### config.mk
export PLATFORM = sky130hd
export DESIGN_NAME = ixc_evctl
export DESIGN_NICKNAME = d
export VERILOG_FILES = /design/src/rtl/ixc_evctl.sv
export SDC_FILE = /design/constraint.sdc
export NUM_CORES = 1
export LEC_CHECK = 0
export BUFFER_PORTS_ARGS = -buffer_cell sky130_fd_sc_hd__buf_2
export CORE_ASPECT_RATIO = 1.25
export CORE_UTILIZATION = 35
export DETAILED_ROUTE_END_ITERATION = 10
export SLEW_MARGIN = 0
export SYNTH_ARGS = -nofsm -noshare
export SYNTH_HDL_FRONTEND = slang
export SYNTH_SLANG_ARGS = --single-unit
### constraint.sdc
create_clock -name fclk -period 1.9 [get_ports fclk]
set_input_delay 0.095 -clock fclk [delete_from_list [all_inputs] [get_ports fclk]]
set_output_delay 0.095 -clock fclk [all_outputs]
set_load 0.03 [all_outputs]
### src/rtl/ixc_evctl.sv
// Purpose  : event-step sequencer for multi-event clock generators (EVAL -> SETTLE -> [BWAIT] -> DONE).
// Latency  : quiet step = stepReq sampled at c0, eventOn at c1, stepDone at c4; +3 cycles per delta pass.
// Backpres : BWAIT holds buffered clocks (bClkHold) until bpWait and all bwOn drop.
//
// Ports:
//   fclk, rst           clock, synchronous active-high reset
//   stepReq             start one step (accepted in IDLE only)
//   active/busy/bwOn    per-generator activity, loop-busy and back-pressure flags
//   bpWait              wired-OR back-pressure wait line
//   eventOn             high exactly while in EVAL
//   bClkHold            high exactly while in BWAIT
//   stepDone            one-cycle pulse in DONE
//   deltaCnt            EVAL passes in current/last step
//   loopErr, tmoErr     sticky error flags, cleared when the next step is accepted
// Build option: define IXC_EVCTL_TIMEOUT_EN to bound BWAIT with a TMO_W-bit timeout counter.
module ixc_evctl #(
   parameter int N_GEN    = 4,
   parameter int MAX_LOOP = 15,
   parameter int TMO_W    = 8
) (
   input  logic             fclk,
   input  logic             rst,
   input  logic             stepReq,
   input  logic [N_GEN-1:0] active,
   input  logic [N_GEN-1:0] busy,
   input  logic [N_GEN-1:0] bwOn,
   input  logic             bpWait,
   output logic             eventOn,
   output logic             bClkHold,
   output logic             stepDone,
   output logic [3:0]       deltaCnt,
   output logic             loopErr,
   output logic             tmoErr
);

   typedef enum logic [2:0] {IDLE, EVAL, SETTLE, BWAIT, DONE} state_t;

   localparam logic [3:0] LOOP_LIM = 4'(MAX_LOOP);

   state_t state;
   logic   settleLate;   // set on the 2nd SETTLE cycle, where generator flags are valid
   logic   anyAct;
   logic   bwPend;

   assign anyAct = (|active) | (|busy);
   assign bwPend = bpWait | (|bwOn);

`ifdef IXC_EVCTL_TIMEOUT_EN
   logic [TMO_W-1:0] tmoCnt;
`else
   // No timeout hardware in this build; TMO_W has no effect here.
   assign tmoErr = (TMO_W > 0) ? 1'b0 : 1'b0;
`endif

   // Outputs are registered alongside the state so each one is a clean flop.
   always_ff @(posedge fclk) begin
      if (rst) begin
         state      <= IDLE;
         settleLate <= 1'b0;
         eventOn    <= 1'b0;
         bClkHold   <= 1'b0;
         stepDone   <= 1'b0;
         deltaCnt   <= 4'd0;
         loopErr    <= 1'b0;
`ifdef IXC_EVCTL_TIMEOUT_EN
         tmoCnt     <= '0;
         tmoErr     <= 1'b0;
`endif
      end else begin
         case (state)
            IDLE: begin
               if (stepReq) begin
                  state    <= EVAL;
                  eventOn  <= 1'b1;
                  deltaCnt <= 4'd1;
                  loopErr  <= 1'b0;
`ifdef IXC_EVCTL_TIMEOUT_EN
                  tmoErr   <= 1'b0;
`endif
               end
            end
            EVAL: begin
               state      <= SETTLE;
               eventOn    <= 1'b0;
               settleLate <= 1'b0;
            end
            SETTLE: begin
               if (!settleLate) begin
                  settleLate <= 1'b1;
               end else if (anyAct) begin
                  if (deltaCnt < LOOP_LIM) begin
                     state    <= EVAL;
                     eventOn  <= 1'b1;
                     deltaCnt <= (deltaCnt == 4'hF) ? deltaCnt : deltaCnt + 4'd1;
                  end else begin
                     state    <= DONE;
                     stepDone <= 1'b1;
                     loopErr  <= 1'b1;
                  end
               end else if (bwPend) begin
                  state    <= BWAIT;
                  bClkHold <= 1'b1;
`ifdef IXC_EVCTL_TIMEOUT_EN
                  tmoCnt   <= '0;
`endif
               end else begin
                  state    <= DONE;
                  stepDone <= 1'b1;
               end
            end
            BWAIT: begin
               if (!bwPend) begin
                  state    <= DONE;
                  bClkHold <= 1'b0;
                  stepDone <= 1'b1;
               end
`ifdef IXC_EVCTL_TIMEOUT_EN
               // Counter is all-ones on the 2^TMO_W-th hold cycle: give up then.
               else if (&tmoCnt) begin
                  state    <= DONE;
                  bClkHold <= 1'b0;
                  stepDone <= 1'b1;
                  tmoErr   <= 1'b1;
               end else begin
                  tmoCnt <= tmoCnt + TMO_W'(1);
               end
`endif
            end
            DONE: begin
               state    <= IDLE;
               stepDone <= 1'b0;
            end
            default: begin
               state    <= IDLE;
               eventOn  <= 1'b0;
               bClkHold <= 1'b0;
               stepDone <= 1'b0;
            end
         endcase
      end
   end

endmodule
# Word-level counts from Yosys, hierarchy flattened

Cells that the tools add are included.

Flip-flop bits (word level): 12
Logic and storage cells: 77

$add $sub $neg: 1
$lt $le $gt $ge: 1
Equal/unequal tests: 15
Multiplexer cells: 33
Bitwise gates (word level): 5
Reduce and logical (&&, ||, !) cells: 15

Operator list:

| operator            | count |
|---|---|
| $mux 4              | 5 |
| $mux 3              | 6 |
| $ne 2x2->1 const B  | 9 |
| $mux 1              | 15 |
| $reduce_and 5->1    | 3 |
| $pmux 3 s4          | 1 |
| $reduce_or 4->1     | 3 |
| $pmux 1 s3          | 3 |
| $pmux 4 s2          | 1 |
| $eq 3x2->1 const B  | 2 |
| $reduce_and 3->1    | 2 |
| $reduce_and 6->1    | 1 |
| $add 4x1->4 const B | 1 |
| $eq 4x4->1 const B  | 1 |
| $lt 4x4->1 const B  | 1 |
| $pmux 1 s2          | 2 |
| $reduce_bool 2->1   | 2 |
| $reduce_or 2->1     | 2 |
| $eq 3x1->1 const B  | 1 |
| $eq 3x3->1 const B  | 1 |
| $logic_not 3->1     | 1 |
| $ne 3x3->1 const B  | 1 |
| $not 1->1           | 3 |
| $reduce_or 3->1     | 1 |
| $or 1x1->1          | 2 |

# Depth between registers and ports, before layout

Depth in word-level cells: 6
Mapped depth: 5
Depth with buffers taken out: 5

# Worst setup path after synthesis

Ideal clock, no wire load.

Path type: reg-to-reg
Start point: register deltaCnt[0]
End point: register deltaCnt[3]
Library setup time: 0.074 ns
Data arrival time: 1.457 ns
Setup slack: 0.368 ns
Cell stages (with the launch flop): 6
Buffers on the path: 0
Clock period less this slack: 1.532 ns
Path through: dfxtp_1 ha_1 nand3_1 o21ai_2 or4_1 a31oi_1

Longest elaborated chain between the ends: 6
Elaborated cells on any way between the ends: 11

Ends and longest elaborated chain:

| element                | line | text |
|---|---|---|
| start, declared        | 31   | `output logic [3:0] deltaCnt,` |
| start signal, assigned | 94   | `deltaCnt <= (deltaCnt == 4'hF) ? deltaCnt : deltaCnt + 4'd1;` |
| $add 4x1->4            | 94   |  |
| $mux 4                 | 94   |  |
| $mux 4                 | 91   | `if (deltaCnt < LOOP_LIM) begin` |
| $mux 4                 | 90   | `end else if (anyAct) begin` |
| $mux 4                 | 88   | `if (!settleLate) begin` |
| $pmux 4 s2             | 70   | `case (state)` |

Several ways; a longest one is shown, not always the timed one. The select of a mux whose other input is x is not followed.
A chain may end at the register's enable or synchronous reset.

# Worst setup path in the final report

Start point: register state[0]
End point: register deltaCnt[3]

Longest elaborated chain between the ends: 3
Elaborated cells on any way between the ends: 10

Ends and longest elaborated chain:

| element                                                          | line | text |
|---|---|---|
| start, declared                                                  | 40   | `state_t state;` |
| start signal, assigned                                           | 58   | `state <= IDLE;` |
| start signal, assigned                                           | 73   | `state <= EVAL;` |
| start signal, assigned                                           | 83   | `state <= SETTLE;` |
| $eq 3x2->1 / $logic_not 3->1 (equally long branches)             | 70   |  |
| $ne 2x2->1 (no line) / $reduce_bool 2->1 (equally long branches) | n/a  |  |
| $reduce_and 6->1 (no line)                                       | n/a  |  |

Several ways; a longest one is shown, not always the timed one.

==> results.sh <==
export IMPL_postPlaceCellArea_um2=862
export IMPL_startpoint_type="flop"
export IMPL_die_x_um=42.8
export IMPL_syn_to_final_growth_pct=21.3
export IMPL_syn_nets=110
export IMPL_criticalPathCategory="flop to flop"
export IMPL_crit_fanout=12
export IMPL_synth_edf_count=0
export IMPL_via_per_inst=5.70
export IMPL_cts_hold_fix_buffers=0
export IMPL_rsz0062_at_grt="false"
export IMPL_peakVddDrop_uv=272
export IMPL_synth_avg_cell_area_um2=7.84
export IMPL_initial_core_util=0.372
export IMPL_globalRouteOverflowTotal=0
export IMPL_reg2regPathDepth=4
export IMPL_power_mw=0.544
export IMPL_track_usage=0.176
export IMPL_drtIter0Drc=21
export IMPL_gp_congestion=0.925
export IMPL_cts_clk_slew_worst_paths_ps=70
export IMPL_worstPathRequired_ps=2100
export IMPL_core_um2=1960
export IMPL_finalCriticalPeriod_ps=1550
export IMPL_maxSlewViolCount=0
export IMPL_crit_path_start="state[0]$_SDFFE_PP0P_"
export IMPL_antenna_found_initial=0
export IMPL_cts_buffers=3
export IMPL_cts_resized_gates=0
export IMPL_postCtsSetupBuffers=0
export IMPL_fin_tns_setup_ps=0
export IMPL_chipHeight_um=53.0
export IMPL_clock_sinks=12
export IMPL_max_freq_ghz=0.645
export IMPL_wirelength_mm=1.69
export IMPL_cts_tree="done"
export IMPL_synth_warnings=0
export IMPL_rrSetupSlack_ps=350
export IMPL_maxCapViolCount=0
export IMPL_yosysSeqAreaShare=0.329
export IMPL_p_per_area_nw_per_um2=615
export IMPL_clock_skew_ps=0.453
export IMPL_fill_cells=215
export IMPL_finalSetupViolations=0
export IMPL_ioPinCount=25
export IMPL_grt_start_max_net_pins=13
export IMPL_arrival_ps=1750
export IMPL_ctsHtreeMaxLevel=1
export IMPL_drc=0
export IMPL_rows=18
export IMPL_status="finished, final reports clean"
export IMPL_ys_ff_latch=12
export IMPL_synth_area_leaders="dfxtp_1 (33%), a21oi_1 (4.8%), o211ai_1 (4.1%), or4_1 (4.1%), nand2_1 (3.6%)"
export IMPL_syn_cell_area_um2=729
export IMPL_synth_cell_type_count=34
export IMPL_grt_pass1_wl_mm=3.02
export IMPL_drtPass1Iterations=4
export IMPL_drive_above_1_share=0.267
export IMPL_dp_cells=133
export IMPL_syn_inst=93
export IMPL_num_vias=775
export IMPL_wl_per_cell_um=12.4
export IMPL_final_hold_violation_count=0
export IMPL_yosys_area_top_type="dfxtp_1"
export IMPL_p_leak_nw=0.341
export IMPL_insertion_delay_ps=270
export IMPL_io_buffers=23
export IMPL_whs_ps=125
export IMPL_final_nets=135
export IMPL_endpoint="deltaCnt[3]$_SDFFE_PP0P_"
export IMPL_num_antenna_cells=0
export IMPL_end_kind="flop"
export IMPL_cts_path_max_buffers=2
export IMPL_ant_nets=0
export IMPL_stdcell_count=136
export IMPL_synthFlopType="dfxtp_1"
export IMPL_clockRootBuffer="clkbuf_4"
export IMPL_finish_instance_area_um2=885
export IMPL_timing_final_crit_share=0.816
export IMPL_first_global_vias=716
export IMPL_hold_path_class="input pin to flop"
export IMPL_dpl_hpwl_mm=1.32
export IMPL_timing_rr_start="state[0]$_SDFFE_PP0P_"
export IMPL_synth_top_area_share=0.329
export IMPL_worstReg2RegEnd="deltaCnt[3]$_SDFFE_PP0P_"
export IMPL_synthArstFlopShare=0
export IMPL_dieArea_um2=2270
where the power goes:
| part | switching, mW | leakage (nW) | internal (mW) |
|---|---|---|---|
| combinational | 0.0605 | 0.230 | 0.0502 |
| clock | 0.0797 | 0.0138 | 0.0733 |
| sequential | 0.0167 | 0.0977 | 0.263 |
metal layers:
layer,track usage,share of wire,vias to the layer above
met4,0.0938,0.015,0
met3,0.0239,0.044,4
met5,0,0,-
met2,0.285,0.46,19
met1,0.223,0.48,356
li1,-,-,396
per-stage QoR:
stage                     setup WS (ps)  utilization
after detailed placement            378        0.440
after CTS                           358        0.451
after global routing                199        0.451
after global placement              384        0.440
final                               349        0.451
after floorplan                     368            -
cells in the final DEF, fill, tap and decap left out, types with 3 or more instances in the layout:
master and instances:
buf_2 23, dfxtp_1 12, a21oi_1 7, nand2_1 7, nand3_1 5, nor2_1 5, o21ai_0 5, or4_1 4
o211ai_1 4, nand3b_1 3, inv_1 3, a31oi_1 3, clkbuf_4 3
synth_stat cells, types with 3 or more instances:
master / number
o211ai_1: 4
inv_1: 3
or4_1: 4
nand3b_1: 3
clkbuf_1: 4
a31oi_1: 3
dfxtp_1: 12
nand3_1: 5
nor2_1: 5
nand2_1: 7
a21oi_1: 7
o21ai_0: 5
sequential cells by signal (all words and copies together), names as in the netlist:
signal and cells:
bClkHold 1, state 3, loopErr 1, stepDone 1, settleLate 1, deltaCnt 4, eventOn 1
cell families (layout without fill, tap and decap cells):
kind of cell	Yosys count	after routing	share of synthesized area
simple gates	40	40	0.319
compound gates	30	30	0.269
fa+ha+maj	1	1	0.0171
mux	1	1	0.0137
flops	12	12	0.329
other cells	1	1	0.00514
buf+inv	8	31	0.0463
worst max-delay path, stage by stage (launching register included):
cell,delay [ps]
dfxtp_1,440
nor3b_4,270
nand2_2,130
or4_1,520
a31oi_1,130
worst min path at each step:
stage	start	end	slack [ps]	depth (start not counted)
2_1_floorplan	bwOn[1]	state[2]$_SDFFE_PP0P_	330	3
3_3_place_gp	rst	settleLate$_SDFFE_PP0P_	420	2
3_5_place_dp	rst	settleLate$_SDFFE_PP0P_	410	2
4_1_cts	rst	bClkHold$_SDFFE_PP0P_	120	2
5_1_grt	rst	bClkHold$_SDFFE_PP0P_	130	2
6_report	rst	bClkHold$_SDFFE_PP0P_	130	2
final cells by class:
class	count	area, um2	area share
multi-input cells	73	455	0.515
repair buffers	25	130	0.147
clock buffers	3	22.5	0.0255
flip-flops and latches	12	240	0.272
well taps	20	25.0	0.0283
inverters	3	11.3	0.0127
Note: power is estimated with default switching activity, not from simulation.
